### src/rtl/icache.sv
// Direct-mapped, one-word-per-frame instruction cache. Hits return combinationally; a miss
// issues a single read to the memory controller and holds until iwait drops.
module icache #(
  parameter int unsigned SETS = 16
) (
  input  logic        CLK,
  input  logic        nRST,
  input  logic        imemREN,
  input  logic [31:0] imemaddr,
  input  logic        iinv,
  output logic        ihit,
  output logic [31:0] imemload,
  output logic        iREN,
  output logic [31:0] iaddr,
  input  logic        iwait,
  input  logic [31:0] iload
);

  localparam int unsigned IDX = $clog2(SETS);
  localparam int unsigned TW  = 30 - IDX;

  typedef enum logic {StIdle, StMiss} state_e;

  state_e            state_q, state_d;
  logic [SETS-1:0]   valid_q, valid_d;
  logic [TW-1:0]     tag_q [SETS];
  logic [31:0]       data_q [SETS];
  logic [31:0]       miss_addr_q, miss_addr_d;
  logic              pend_q, pend_d;
  logic              fill_we;
  logic [IDX-1:0]    req_idx, fill_idx;
  logic [TW-1:0]     req_tag, fill_tag;
  logic              lookup_hit;
  logic              unused_low_bits;

  assign req_idx    = imemaddr[IDX+1:2];
  assign req_tag    = imemaddr[31:IDX+2];
  assign fill_idx   = miss_addr_q[IDX+1:2];
  assign fill_tag   = miss_addr_q[31:IDX+2];
  assign lookup_hit = valid_q[req_idx] && (tag_q[req_idx] == req_tag);
  assign unused_low_bits = ^imemaddr[1:0];

  always_comb begin
    state_d     = state_q;
    valid_d     = valid_q;
    miss_addr_d = miss_addr_q;
    pend_d      = pend_q;
    fill_we     = 1'b0;
    ihit        = 1'b0;
    imemload    = '0;
    iREN        = 1'b0;
    iaddr       = '0;
    unique case (state_q)
      StIdle: begin
        // An invalidate outranks both a hit and a new miss in the same cycle.
        if (iinv) begin
          valid_d = '0;
        end else if (imemREN) begin
          if (lookup_hit) begin
            ihit     = 1'b1;
            imemload = data_q[req_idx];
          end else begin
            miss_addr_d = {imemaddr[31:2], 2'b00};
            state_d     = StMiss;
          end
        end
      end
      StMiss: begin
        iREN  = 1'b1;
        iaddr = miss_addr_q;
        if (iinv) pend_d = 1'b1;
        if (!iwait) begin
          // A fence seen at any point of the miss discards the returning word.
          if (pend_q || iinv) begin
            valid_d = '0;
          end else begin
            valid_d[fill_idx] = 1'b1;
            fill_we           = 1'b1;
          end
          pend_d  = 1'b0;
          state_d = StIdle;
        end
      end
      default: state_d = StIdle;
    endcase
  end

  always_ff @(posedge CLK or negedge nRST) begin
    if (!nRST) begin
      state_q     <= StIdle;
      valid_q     <= '0;
      miss_addr_q <= '0;
      pend_q      <= 1'b0;
    end else begin
      state_q     <= state_d;
      valid_q     <= valid_d;
      miss_addr_q <= miss_addr_d;
      pend_q      <= pend_d;
    end
  end

  always_ff @(posedge CLK) begin
    if (fill_we) begin
      tag_q[fill_idx]  <= fill_tag;
      data_q[fill_idx] <= iload;
    end
  end

endmodule

### config.mk
export PLATFORM = sky130hd
export DESIGN_NAME = icache
export DESIGN_NICKNAME = d
export VERILOG_FILES = /design/src/rtl/icache.sv
export SDC_FILE = /design/constraint.sdc
export NUM_CORES = 1
export LEC_CHECK = 0
export BUFFER_PORTS_ARGS = -buffer_cell sky130_fd_sc_hd__buf_4
export CAP_MARGIN = 40
export CORE_UTILIZATION = 30
export CTS_CLUSTER_SIZE = 16
export DETAILED_ROUTE_END_ITERATION = 7
export SETUP_SLACK_MARGIN = 0.1
export SYNTH_ARGS = -nofsm -noshare
export SYNTH_HDL_FRONTEND = slang
export SYNTH_SLANG_ARGS = --single-unit
### constraint.sdc
create_clock -name CLK -period 7.1 [get_ports CLK]
set_input_delay 1.42 -clock CLK [delete_from_list [all_inputs] [get_ports CLK]]
set_output_delay 1.42 -clock CLK [all_outputs]
set_load 0.005 [all_outputs]
== Word level (Yosys, flattened, before mapping) ==
Memory sizes are Yosys's and may differ from the RTL's.
Cells that the tools add are included.
Widths: inputs -> output; s select.
Word-level totals
  ROM bits: 0
  word-level logic and storage cells: 53
  RAM bits: 928
  register bits after elaboration: 48
  bits in latches: 0
  output and inout port bits: 66
  memories: 2
Operators by class
  $mul: 0
  $lt $le $gt $ge: 3
  equality and inequality tests: 4
  mux-type cells: 30
  shift operators: 0
  reduce and logical (&&, ||, !) cells: 6
  div/mod/pow operators: 0
  $add $sub $neg: 0
  bitwise gates (word level): 4
Memory list
  data_q: words 16, width 32, rd ports 1, clocked after Yosys merged registers in 0, wr ports 1, RTL line 27  | logic [31:0] data_q [SETS];
  tag_q: words 16, width 26, rd ports 1, clocked after Yosys merged registers in 0, wr ports 1, RTL line 26  | logic [TW-1:0] tag_q [SETS];
Operator list (number)
  $mux 32: 5
  $mux 16: 3
  $pmux 16 s2: 1
  $eq 26x26->1: 1
  $mux 1: 18
  $or 16x16->16: 1
  $lt 4x5->1 const B: 2
  $ne 2x2->1 const B: 3
  $bmux 1 s4: 1
  $demux 1 s4: 1
  $ge 4x1->1 const B: 1
  $reduce_and 2->1: 2
  $reduce_and 4->1: 1
  $not 1->1: 3
  $logic_and 1x1->1: 2
  $pmux 1 s2: 1
  $logic_or 1x1->1: 1

== Depth between registers and ports, before layout ==
  depth after elaboration: 8
  mapped depth: 14

== Worst setup path after synthesis ==
OpenSTA, ideal clock, no wires.
  kind: input to register
  from: input iinv
  to: memory data_q[0][0] (enable)
  stages on the path: 3
  buffers on the path: 0
  required time: 6.552 ns
  setup time: 0.548 ns
  slack: 0.688 ns
  arrival time: 5.864 ns
  cell sequence: nor4_1 > nand2_1 > nor3_1
On the way
  longest elaborated chain between the ends: 6
RTL lines
  from (decl): RTL line 10  | input logic iinv,
  $logic_or 1x1->1: RTL line 74  | if (pend_q || iinv) begin
  $mux 1: RTL line 74
  $mux 1: RTL line 72  | if (!iwait) begin
  $mux 1: RTL line 53  | unique case (state_q)
  $mux 1: RTL line 103  | if (fill_we) begin
  $mux 1 (not written as such): RTL line 105  | data_q[fill_idx] <= iload;
  to (decl): RTL line 27
No other way between the ends.

== Final worst setup path ==
  from: input imemaddr[4]
  to: output imemload[28]
On the way
  longest elaborated chain between the ends: 7
  elaborated cells on any way between the ends: 10
  classes of those cells: eq/ne: 1; mux: 6; reduce/logical: 1; memory: 2
RTL lines
  from (decl): RTL line 9  | input logic [31:0] imemaddr,
  $mem_v2 16x26 / $bmux 1 s4 (equally long branches)
  $eq 26x26->1 / $mux 1 (equally long branches): RTL line 40  | assign lookup_hit = valid_q[req_idx] && (tag_q[req_idx] == req_tag);
  $logic_and 1x1->1: RTL line 40
  $mux 32 *: RTL line 59  | if (lookup_hit) begin
  $mux 32 *: RTL line 58  | end else if (imemREN) begin
  $mux 32 *: RTL line 56  | if (iinv) begin
  $mux 32 *: RTL line 53
  to (decl): RTL line 12  | output logic [31:0] imemload,
Every way passes the cells marked *; elsewhere a longest branch is shown, timed or not. The select of a mux whose other input is x is not followed.

==> metrics.yaml <==
outcome:
  outcome: "completed"
min_path:
  holdPathStages: 1
  hold_path_class: "reg -> reg"
placement:
  io_buffers: 130
  placed_area_um2: 41300
  hpwl_um: 48600
  placedCellCount: 3448
  routabilityCongestion: 0.739
sta:
  fin_setup_tns_ns: 0
  hold_ws_ns: 0.493
  rsz0062_at_grt: "no"
  finalHoldViolCount: 0
  min_period_over_period: 0.909
  max_freq_ghz: 0.155
  worstMarginPinSlew_ns: 0.885
  period_needed_ns: 6.46
  finalMaxSlewViolations: 0
  setup_viol_count_final: 0
  fin_worst_skew_ns: 0.0212
  relSlewSlack: 0.410
global_route:
  grt_usage: 0.141
  top_usage_layer: "met2"
  gr-usage-met1: 0.183
  grt_max_degree: 61
  antenna_found_initial: 10
  overflow: 0
  grt_pass1_wl_um: 130000
  use_met2: 0.242
  grtUsageMet3: 0.0274
  grt_pass1_vias: 18600
layout:
  fin_nets: 1957
  final_util: 0.352
  area.growth.synth_to_final_pct: 16.4
  layout-drive-gt1-share: 0.329
  fillCellCount: 11500
  stdcell_count: 3617
  fin_area_um2: 44300
clock_tree:
  postCtsSetupRepairBufs: 0
  htreeDepth: 3
  cts_root_buffer: "clkbuf_16"
  cts_tree: "yes"
  cts_max_path_buffers: 3
  cts.sinks: 976
  cts_hold_buffers: 0
  post_cts_resized: 0
  numCtsBuffers: 88
  clk_pin_slew_ns: 0.06
  clk-insertion-delay-late_ns: 0.65
synthesis:
  ys_warn_count: 0
  synthCells: 1698
  yosysTopAreaCellShare: 0.733
  synth_ff_type: "edfxtp_1"
  ys_seq_area_frac: 0.764
  synth.most_common_cell: "edfxtp_1"
  netlist_top_cells_count: "928 x edfxtp_1, 256 x mux4_2, 48 x dfrtp_1"
  netlist_top_cells_area: "edfxtp_1 73%, mux4_2 15%, dfrtp_1 3.2%"
  ys_ff_latch: 976
  synthArstFlopShare: 0.0492
  synth_largest_area_cell: "edfxtp_1"
  syn-cell-area_um2: 38000
  synth-edff-count: 928
  syn_area_per_cell_um2: 22.4
  synth.distinct_cells: 55
floorplan:
  io_pins: 135
  die_area_um2: 128000
  die_h_um: 358
  rows: 130
  start_util: 0.303
  core-area_um2: 126000
  die_w_um: 358
worst_setup_path:
  criticalPathCategory: "in -> out"
  endpoint_kind: "output port"
  crit_fanout: 33
  rrSetupSlack_ns: 3.58
  required_ns: 5.68
  arrival_ns: 5.04
  crit_path_start_kind: "primary input"
  reg2reg_depth: 9
routing:
  first_pass_iters: 7
  drtAntennaViolNets: 0
  dr.first_iter.drc_count: 1336
  drt-vias-per-instance: 4.93
  drc_errors: 0
  post_drt_wl_per_cell_um: 25.1
  wirelength_um: 90700
  dr_total_vias: 17800
power:
  p_per_area_nw_per_um2: 273
  leakagePower_uw: 0.0141
  irDropWorstVdd_v: 0.000184
flow_run:
  cap_violations: 0
[where the power goes]
part           total (µW)  internal, µW  leakage, µW  switching, µW
Sequential           6670          6500      0.00895            173
Clock                4780          2710      0.00142           2070
Combinational         651           304      0.00374            346
[metrics by stage]
step                      worst slack (ns)  power [µW]
after floorplan                      0.688        7120
after global placement               0.494        7430
after detailed placement             0.573        7470
after CTS                            0.558       12200
after global routing                 0.301       12500
final                                0.643       12100
[per-layer routing]
metal,vias to the layer above,wire [µm]
met1,9700,37500
li1,7512,-
met2,472,46700
met3,116,4980
met5,-,113
met4,16,1400
[critical path, stage by stage]
cell,delay (ns)
buf_8,0.27
mux4_2,0.55
mux4_2,0.50
xnor2_1,0.40
nand2_1,0.09
or4_1,0.55
nor4_2,0.40
nand4b_2,0.18
buf_4,0.32
nor2b_1,0.20
buf_4,0.13
[sequential cells by signal, indices dropped and copies added (netlist names)]
| name | flops |
|---|---|
| tag_q | 416 |
| data_q | 512 |
| miss_addr_q | 30 |
| pend_q | 1 |
| valid_q | 16 |
| state_q | 1 |
[cell usage in the layout, fill, tap and decap left out, types with 5 or more instances in the layout]
cell	instances
nor2_1	15
clkbuf_8	8
mux2_2	43
nand3_1	8
inv_6	5
buf_4	179
nand2_1	24
mux2i_1	46
a221oi_1	8
clkbuf_1	17
and2_1	33
xnor2_1	18
xor2_1	7
o21a_1	16
nand2b_1	10
clkbuf_16	88
o21ai_0	6
o22ai_1	9
clkinv_4	5
a22oi_1	5
edfxtp_1	928
nor2b_1	37
clkinv_1	13
dfrtp_1	48
nor2_4	12
o211ai_1	5
bufinv_16	9
clkinv_2	15
mux4_2	256
a21oi_1	9
[area by class of cell]
class                      count  area [µm²]  area share
antenna                        4        10.0    0.000226
clock buffer                 113        2380      0.0537
clock inverter                52         543      0.0123
inverter                       5        20.0    0.000452
multi-input combinational    628        8630       0.195
sequential                   976       29100       0.657
tap                         1650        2060      0.0466
timing repair buffer         189        1560      0.0353
[worst paths after layout]
kind                                                     to                    start
worst max-delay path                           imemload[28]              imemaddr[4]
worst min-delay path                valid_q[12]$_DFFE_PN0P_  valid_q[12]$_DFFE_PN0P_
worst max register to register  miss_addr_q[28]$_DFFE_PN0P_  tag_q[15][21]$_DFFE_PP_
worst min register to register      valid_q[12]$_DFFE_PN0P_  valid_q[12]$_DFFE_PN0P_
max in group asynchronous           valid_q[10]$_DFFE_PN0P_                     nRST
min in group asynchronous       miss_addr_q[29]$_DFFE_PN0P_                     nRST
[cell families (layout without fill, tap and decap cells)]
family | count (synthesis) | after routing | share of synthesized area
flip-flops | 976 | 976 | 0.764
multiplexers | 345 | 345 | 0.176
AND/OR/NAND/NOR | 173 | 173 | 0.0254
buffers and inverters | 95 | 359 | 0.0121
AO/OA/AOI/OAI | 83 | 83 | 0.0162
XOR/XNOR | 25 | 25 | 0.00576
other | 1 | 6 | 0.0000986
(Power assumes the default switching activity.)
